[src/rtl/core_pkg.sv]
// Shared constants for the MIPS core pipeline: bundle widths, control bit
// positions and the hard-wired zero register number.
package core_pkg;

   localparam int CTRL_W  = 6;
   localparam int ALUOP_W = 4;

   // Control bundle layout {reg_write, mem_read, mem_write, mem_to_reg, alu_src, reg_dst}
   localparam int CTRL_REG_WRITE  = 5;
   localparam int CTRL_MEM_READ   = 4;
   localparam int CTRL_MEM_WRITE  = 3;
   localparam int CTRL_MEM_TO_REG = 2;
   localparam int CTRL_ALU_SRC    = 1;
   localparam int CTRL_REG_DST    = 0;

   localparam logic [4:0] REG_ZERO = 5'd0;

endpackage

[src/rtl/wb_bypass_sel.sv]
// Operand select between a register value and the WB write data.
// The WB value wins only when WB really writes the same, non-zero register;
// register $0 always keeps the supplied value.
module wb_bypass_sel
   import core_pkg::*;
(
   input  logic [4:0]  i_rd_addr,
   input  logic [31:0] i_rd_data,
   input  logic        i_wb_reg_write,
   input  logic [4:0]  i_wb_addr,
   input  logic [31:0] i_wb_data,
   output logic [31:0] o_operand
);

   logic w_hit;

   assign w_hit     = i_wb_reg_write && (i_wb_addr != REG_ZERO) && (i_wb_addr == i_rd_addr);
   assign o_operand = w_hit ? i_wb_data : i_rd_data;

endmodule

[src/rtl/id_exe_reg.sv]
// ID/EXE pipeline register. Captures decoded ID state for EXE with
// flush > stall > load priority. Operands pass through a WB bypass on load,
// and a held (stalled) valid instruction has its operands refreshed from WB so
// a write that lands during the stall is not lost once forwarding moves on.
module id_exe_reg #(
   parameter int CTRL_W  = core_pkg::CTRL_W,
   parameter int ALUOP_W = core_pkg::ALUOP_W
) (
   input  logic               clk,
   input  logic               rst_n,
   input  logic               stall,
   input  logic               flush,
   input  logic               id_valid,
   input  logic [31:0]        id_pc,
   input  logic [31:0]        id_rs_data,
   input  logic [31:0]        id_rt_data,
   input  logic [4:0]         id_rs_addr,
   input  logic [4:0]         id_rt_addr,
   input  logic [4:0]         id_rd_addr,
   input  logic [31:0]        id_imm,
   input  logic [ALUOP_W-1:0] id_alu_op,
   input  logic [CTRL_W-1:0]  id_ctrl,
   input  logic               wb_reg_write,
   input  logic [4:0]         wb_addr,
   input  logic [31:0]        wb_data,
   output logic               ex_valid,
   output logic [31:0]        ex_pc,
   output logic [31:0]        ex_rs_data,
   output logic [31:0]        ex_rt_data,
   output logic [4:0]         ex_rs_addr,
   output logic [4:0]         ex_rt_addr,
   output logic [4:0]         ex_dest_addr,
   output logic [31:0]        ex_imm,
   output logic [ALUOP_W-1:0] ex_alu_op,
   output logic [CTRL_W-1:0]  ex_ctrl
);

   logic               r_valid;
   logic [31:0]        r_pc;
   logic [31:0]        r_rs_data;
   logic [31:0]        r_rt_data;
   logic [4:0]         r_rs_addr;
   logic [4:0]         r_rt_addr;
   logic [4:0]         r_dest_addr;
   logic [31:0]        r_imm;
   logic [ALUOP_W-1:0] r_alu_op;
   logic [CTRL_W-1:0]  r_ctrl;

   logic [31:0] w_load_rs;
   logic [31:0] w_load_rt;
   logic [31:0] w_hold_rs;
   logic [31:0] w_hold_rt;
   logic        w_hold_wb_we;
   logic [4:0]  w_load_dest;

   // Refresh applies only to a real instruction sitting in EX.
   assign w_hold_wb_we = wb_reg_write & r_valid;

   // Destination is rd or rt for writing instructions, $0 otherwise.
   assign w_load_dest = id_ctrl[core_pkg::CTRL_REG_WRITE]
                      ? (id_ctrl[core_pkg::CTRL_REG_DST] ? id_rd_addr : id_rt_addr)
                      : core_pkg::REG_ZERO;

   wb_bypass_sel u_load_rs (
      .i_rd_addr      (id_rs_addr),
      .i_rd_data      (id_rs_data),
      .i_wb_reg_write (wb_reg_write),
      .i_wb_addr      (wb_addr),
      .i_wb_data      (wb_data),
      .o_operand      (w_load_rs)
   );

   wb_bypass_sel u_load_rt (
      .i_rd_addr      (id_rt_addr),
      .i_rd_data      (id_rt_data),
      .i_wb_reg_write (wb_reg_write),
      .i_wb_addr      (wb_addr),
      .i_wb_data      (wb_data),
      .o_operand      (w_load_rt)
   );

   wb_bypass_sel u_hold_rs (
      .i_rd_addr      (r_rs_addr),
      .i_rd_data      (r_rs_data),
      .i_wb_reg_write (w_hold_wb_we),
      .i_wb_addr      (wb_addr),
      .i_wb_data      (wb_data),
      .o_operand      (w_hold_rs)
   );

   wb_bypass_sel u_hold_rt (
      .i_rd_addr      (r_rt_addr),
      .i_rd_data      (r_rt_data),
      .i_wb_reg_write (w_hold_wb_we),
      .i_wb_addr      (wb_addr),
      .i_wb_data      (wb_data),
      .o_operand      (w_hold_rt)
   );

   // Pipeline register update: flush bubbles, stall holds (with WB refresh), else load.
   always_ff @(posedge clk or negedge rst_n) begin
      if (!rst_n) begin
         r_valid     <= 1'b0;
         r_pc        <= '0;
         r_rs_data   <= '0;
         r_rt_data   <= '0;
         r_rs_addr   <= '0;
         r_rt_addr   <= '0;
         r_dest_addr <= '0;
         r_imm       <= '0;
         r_alu_op    <= '0;
         r_ctrl      <= '0;
      end else if (flush || (!stall && !id_valid)) begin
         // Bubble: only the fields that can cause side effects are cleared.
         r_valid     <= 1'b0;
         r_ctrl      <= '0;
         r_alu_op    <= '0;
         r_dest_addr <= '0;
      end else if (stall) begin
         r_rs_data   <= w_hold_rs;
         r_rt_data   <= w_hold_rt;
      end else begin
         r_valid     <= 1'b1;
         r_pc        <= id_pc;
         r_rs_data   <= w_load_rs;
         r_rt_data   <= w_load_rt;
         r_rs_addr   <= id_rs_addr;
         r_rt_addr   <= id_rt_addr;
         r_dest_addr <= w_load_dest;
         r_imm       <= id_imm;
         r_alu_op    <= id_alu_op;
         r_ctrl      <= id_ctrl;
      end
   end

   assign ex_valid     = r_valid;
   assign ex_pc        = r_pc;
   assign ex_rs_data   = r_rs_data;
   assign ex_rt_data   = r_rt_data;
   assign ex_rs_addr   = r_rs_addr;
   assign ex_rt_addr   = r_rt_addr;
   assign ex_dest_addr = r_dest_addr;
   assign ex_imm       = r_imm;
   assign ex_alu_op    = r_alu_op;
   assign ex_ctrl      = r_ctrl;

endmodule
[config.mk]
export PLATFORM = sky130hd
export DESIGN_NAME = id_exe_reg
export DESIGN_NICKNAME = d
export VERILOG_FILES = /design/src/rtl/core_pkg.sv /design/src/rtl/wb_bypass_sel.sv /design/src/rtl/id_exe_reg.sv
export SDC_FILE = /design/constraint.sdc
export NUM_CORES = 1
export LEC_CHECK = 0
export ABC_AREA = 1
export CAP_MARGIN = 20
export CORE_ASPECT_RATIO = 1.2
export CORE_MARGIN = 2
export CORE_UTILIZATION = 40
export CTS_CLUSTER_DIAMETER = 50
export DETAILED_ROUTE_END_ITERATION = 6
export GPL_TIMING_DRIVEN = 0
export HOLD_SLACK_MARGIN = 0.15
export PLACE_DENSITY = 0.89
export SETUP_SLACK_MARGIN = 0.15
export SLEW_MARGIN = 20
export SYNTH_ARGS = -nofsm -noshare
export SYNTH_HDL_FRONTEND = slang
export SYNTH_SLANG_ARGS = --single-unit
[constraint.sdc]
create_clock -name clk -period 2.1 [get_ports clk]
set_input_delay 0.63 -clock clk [delete_from_list [all_inputs] [get_ports clk]]
set_output_delay 0.63 -clock clk [all_outputs]
set_load 0.02 [all_outputs]
# Word-level counts from Yosys, hierarchy flattened
# Index checks and enable logic that the tools add are counted.
# Widths: inputs -> output; s select.
dict set report word_totals {
  input_bits 196
  word_cells 50
  ff_bits 154
}
dict set report op_classes {
  reduce_logical 14
  n_bitwise 3
  eq_ne 7
  n_mux 16
}
# op count
set op_table {}
lappend op_table {{$mux 32} 6}
lappend op_table {{$eq 5x5->1} 4}
lappend op_table {{$mux 5} 4}
lappend op_table {{$mux 6} 2}
lappend op_table {{$mux 4} 2}
lappend op_table {{$logic_and 1x1->1} 7}
lappend op_table {{$ne 2x1->1 const B} 3}
lappend op_table {{$reduce_and 2->1} 3}
lappend op_table {{$reduce_bool 5->1} 1}
lappend op_table {{$logic_not 1->1} 2}
lappend op_table {{$mux 1} 2}
lappend op_table {{$not 1->1} 2}
lappend op_table {{$and 1x1->1} 1}
lappend op_table {{$logic_or 1x1->1} 1}

# Logic depth before layout (Yosys ltp)
dict set report logic_depth {
  ltp_word 5
  ltp_mapped 12
  ltp_nobuf 11
}

# Cells and area by module
# A second synthesis with hierarchy kept.
dict set report hier_totals {
  cells_unflattened 1426
  area_unflattened_um2 9310.2
}
# mod instances cells_each seq_area_each_um2 area_per_inst_um2
set modules_own_cells {}
lappend modules_own_cells {id_exe_reg 1 878 3853.7 6652.6}
lappend modules_own_cells {wb_bypass_sel 4 137 0.0 664.4}

# Least setup slack after synthesis
# Ideal clock, no wire load.
dict set report synth_path {
  path_type {input -> register}
  startpoint {input stall}
  endpoint {register r_rs_data[29] (netlist: ex_rs_data[29])}
  arrival_time_ps 1569
  slack_ps 413
  t_required_ps 1982
  stages 11
  path_buffers 2
  setup_time_ps 118
  path_cell_list {buf_4 nor2_1 nor2_1 o21ai_0 nor2_1 nand3_1 nand2_4 inv_2 buf_4 nand2_1 nand2_1}
}
dict set report synth_via {
  elab_chain_cells 5
  elab_cells_between_ends 7
}
# item line
set synth_rtl {}
lappend synth_rtl {{start: declaration} id_exe_reg.sv:11} ;# input logic stall,
lappend synth_rtl {{$logic_not 1->1} id_exe_reg.sv:113} ;# end else if (flush || (!stall && !id_valid)) begin
lappend synth_rtl {{$logic_and 1x1->1} id_exe_reg.sv:113}
lappend synth_rtl {{$logic_or 1x1->1} id_exe_reg.sv:113}
lappend synth_rtl {{$not 1->1 (no line)} -}
lappend synth_rtl {{$reduce_and 2->1 (no line)} -}
lappend synth_rtl {{end signal: assignment} id_exe_reg.sv:120} ;# r_rs_data <= w_hold_rs;
lappend synth_rtl {{end signal: assignment} id_exe_reg.sv:125} ;# r_rs_data <= w_load_rs;
lappend synth_rtl {{end: declaration} id_exe_reg.sv:40} ;# logic [31:0] r_rs_data;
# Parallel ways exist; a longest one is shown, timed or not.
# A chain may end at the register's enable or synchronous reset.

# Final worst setup path
dict set report layout_path {
  startpoint {input id_rt_addr[3]}
  endpoint {register r_rt_data[15] (netlist: ex_rt_data[15])}
}
dict set report layout_via {
  elab_chain_cells 4
}
# item line
set layout_rtl {}
lappend layout_rtl {{start: declaration} id_exe_reg.sv:18} ;# input logic [4:0] id_rt_addr,
lappend layout_rtl {{$eq 5x5->1} wb_bypass_sel.sv:17} ;# assign w_hit = i_wb_reg_write && (i_wb_addr != REG_ZERO) && (i_wb_addr == i_rd_addr);
lappend layout_rtl {{$logic_and 1x1->1} wb_bypass_sel.sv:17}
lappend layout_rtl {{$mux 32} wb_bypass_sel.sv:18} ;# assign o_operand = w_hit ? i_wb_data : i_rd_data;
lappend layout_rtl {{$mux 32} id_exe_reg.sv:119} ;# end else if (stall) begin
lappend layout_rtl {{end signal: assignment} id_exe_reg.sv:121} ;# r_rt_data <= w_hold_rt;
lappend layout_rtl {{end signal: assignment} id_exe_reg.sv:126} ;# r_rt_data <= w_load_rt;
lappend layout_rtl {{end: declaration} id_exe_reg.sv:41} ;# logic [31:0] r_rt_data;
# No other way between the ends.

==> flow_summary.toml <==
[synthesis]
synth_cell_types = 21
synth_common_cells = "nand2_1, dfrtp_1, nand3_1"
ys.flop_type = "dfrtp_1"
ys_seq_area_frac = 0.522
ys_async_sr_fraction = 1.00
synth_largest_area_cell = "dfrtp_1"
synth_area_um2 = 7380
syn_inst = 989
synth-seq-cells = 154
ys_warn_count = 0
synth_edf_count = 0
synth_area_leaders = "dfrtp_1, nand2_1, nand3_1"
synth.avg_cell_area_um2 = 7.46
post-synth-top-count-cell = "nand2_1"
syn-num-nets = 1185
synth_top_area_frac = 0.522

[power_and_ir_drop]
leakagePower_nw = 6.51
max-vdd-ir-drop_v = 0.000562
internal_power_mw = 6.14
powerDensity_nw_per_um2 = 793
p_clk_frac = 0.325
combPwrFrac = 0.276
p_sw_mw = 3.07
sw_frac_of_total = 0.334
seq_power_share = 0.399

[outcome]
outcome = "finished, violations left"
violations = "DRC"

[clock_network]
cts.sinks = 154
cts.hold.buffers_added = 0
htreeDepth = 4
path_clk_slew_ns = 0.07
cts_made_buffers = 17
cts_root_buf = "clkbuf_16"
clock_latency_ns = 0.43
clk_path_buf_depth = 2
cts_tree = "done"

[sta]
rsz0062_at_grt = "yes"
slew_headroom = 0.600
whs_ns = 0.177
timing.final.ws_setup_ns = 0.201
maxSlewViolCount = 0
finalClockSkew_ns = 0.0132
fmax_ghz = 0.527
worstMarginPinSlew_ns = 0.601
post-route-min-period_ns = 1.90
finalHoldViolations = 0
post-route-period-util = 0.904
setup_viol = 0

[route]
route.detailed.drc = 1
drtIter0Drc = 476
drtAntennaViolNets = 0
vias = 7852
drtPass1Iterations = 7
vias_per_cell = 4.91
totalWireLength_mm = 25.7
avgRoutedWirePerCell_um = 16.1

[die]
die_w_um = 128
die-area_um2 = 19600
die_height_um = 153
coreArea_um2 = 18100
rows = 54
io_pins = 350
start_util = 0.407

[critical_path]
worstPathCellList = "clkdlybuf4s50_1 -> inv_2 -> nand2_1 -> nand2_1 -> nand2_1 -> nor2_2 -> nand2_2 -> buf_2 -> nand3_1 -> nand3_1 -> nand2_1"
cpPeakStageDelay_ns = 0.51
crit_required_ns = 2.42
reg2reg_from = "ex_rt_addr[4]$_DFFE_PN0P_"
ff2ff_path_depth = 9
timing.rr.end = "ex_rt_data[22]$_DFFE_PN0P_"
crit_top_cell = "nand2_1"
crit_path_start_kind = "primary input"
crit_start = "id_rt_addr[3]"
crit_end = "ex_rt_data[15]$_DFFE_PN0P_"
worst_setup_path_end_kind = "flip-flop"
crit_arrival_ns = 2.21
crit_slowest_cell = "clkdlybuf4s50_1"
worstSetupPathType = "primary input to flip-flop"
r2r_slack_ns = 0.59
worst-path-max-fanout = 10

[place]
gp_congestion = 0.938
portBuffers = 348
dp_slack_ns = -0.395
hpwl_mm = 19.8

[grt]
overflow = 0
grtUsageTotal = 0.265
antenna_found_initial = 0
grt_pass1_wl_mm = 40.6
grt_pass1_vias = 8074
grt_max_degree = 79

[final_layout]
area_growth_pct = 57.4
drive_above_1_share = 0.0699
antenna_cells = 0
nets = 1557
fillerInstances = 1583

[flow_run]
drv_cap = 0

[min_path]
hp-class = "primary input to async pin"
[cell families after synthesis]
group | Yosys count | synth area share
muxes | 2 | 0.00271
and+or+nand+nor | 631 | 0.350
DFF | 154 | 0.522
xor gates and xnor gates | 4 | 0.00475
buffers and inverters | 175 | 0.103
AOI/OAI and AO/OA | 23 | 0.0173
[power groups by stage]
stage / Clock (mW) / Sequential (mW) / Combinational, mW
6_report: 3.00 / 3.68 / 2.54
3_3_place_gp: 0 / 3.73 / 2.80
4_1_cts: 3.03 / 3.68 / 2.56
5_1_grt: 3.18 / 3.73 / 2.76
3_5_place_dp: 0 / 3.74 / 2.86
2_1_floorplan: 0 / 4.26 / 0.683
[through the flow]
step	utilization	instance area [µm²]	TNS [ns]	power (mW)	std cells
floorplan	-	7380	0	4.95	989
global placement	0.615	11100	-941.47	6.53	1561
detailed placement	0.617	11200	-35.41	6.60	1562
CTS	0.639	11600	0	9.27	1595
global route	0.641	11600	0	9.67	1598
finish	0.641	11600	0	9.21	1598
[registers in the layout, summed over array words and instances, names as in the netlist]
name	flops
ex_dest_addr	5
ex_imm	32
ex_alu_op	4
ex_rt_data	32
ex_rs_addr	5
ex_ctrl	6
ex_rs_data	32
ex_valid	1
ex_pc	32
ex_rt_addr	5
[layer usage]
| layer | up-vias | track usage | part of all wire |
|---|---|---|---|
| met4 | 0 | 0.123 | 0.037 |
| met5 | - | 0 | 0 |
| met3 | 59 | 0.0864 | 0.095 |
| met1 | 3617 | 0.285 | 0.36 |
| li1 | 3751 | - | - |
| met2 | 425 | 0.468 | 0.51 |
[worst min-delay path by stage]
stage,start,end,cells after the start
floorplan,rst_n,ex_alu_op[0]$_DFFE_PN0P_,0
global placement,ex_pc[15]$_DFFE_PN0P_,ex_pc[15]$_DFFE_PN0P_,2
detailed placement,ex_imm[12]$_DFFE_PN0P_,ex_imm[12]$_DFFE_PN0P_,2
CTS,rst_n,ex_rs_data[18]$_DFFE_PN0P_,1
global route,rst_n,ex_rt_data[30]$_DFFE_PN0P_,1
finish,rst_n,ex_rt_data[30]$_DFFE_PN0P_,1
[critical path, delay by kind of cell]
kind | cells | cell delay (ns)
buffers and inverters | 3 | 0.85
AND/OR/NAND/NOR | 8 | 0.73
[area by class of cell]
| type | count | area, µm² | share of cell area |
|---|---|---|---|
| flip-flops and latches | 154 | 3850 | 0.332 |
| clock inverters | 14 | 140 | 0.0121 |
| repair buffers | 353 | 3360 | 0.289 |
| multi-input cells | 660 | 2780 | 0.239 |
| well taps | 224 | 280 | 0.0241 |
| clock buffers | 18 | 429 | 0.0370 |
| plain buffers | 51 | 309 | 0.0266 |
| inverters | 124 | 465 | 0.0401 |
[timing repair]
item	CTS	global route
setup buffers	1	3
endpoints found under the setup margin	214	75
gates resized for setup	162	11
pin swaps	1	3
[placed cells by master (no fill, tap or decap), types with 5 or more instances in the layout]
cell type          n
buf_6              5
nand3_1          147
dlygate4sd2_1    158
inv_1            114
nand2_1          460
clkbuf_1          11
nor2_1            15
clkbuf_16         17
buf_2             21
dfrtp_1          154
o21ai_0           21
inv_2              9
buf_4             16
clkdlybuf4s50_1  186
inv_6              5
No activity file was read; power rests on OpenSTA's default activity.
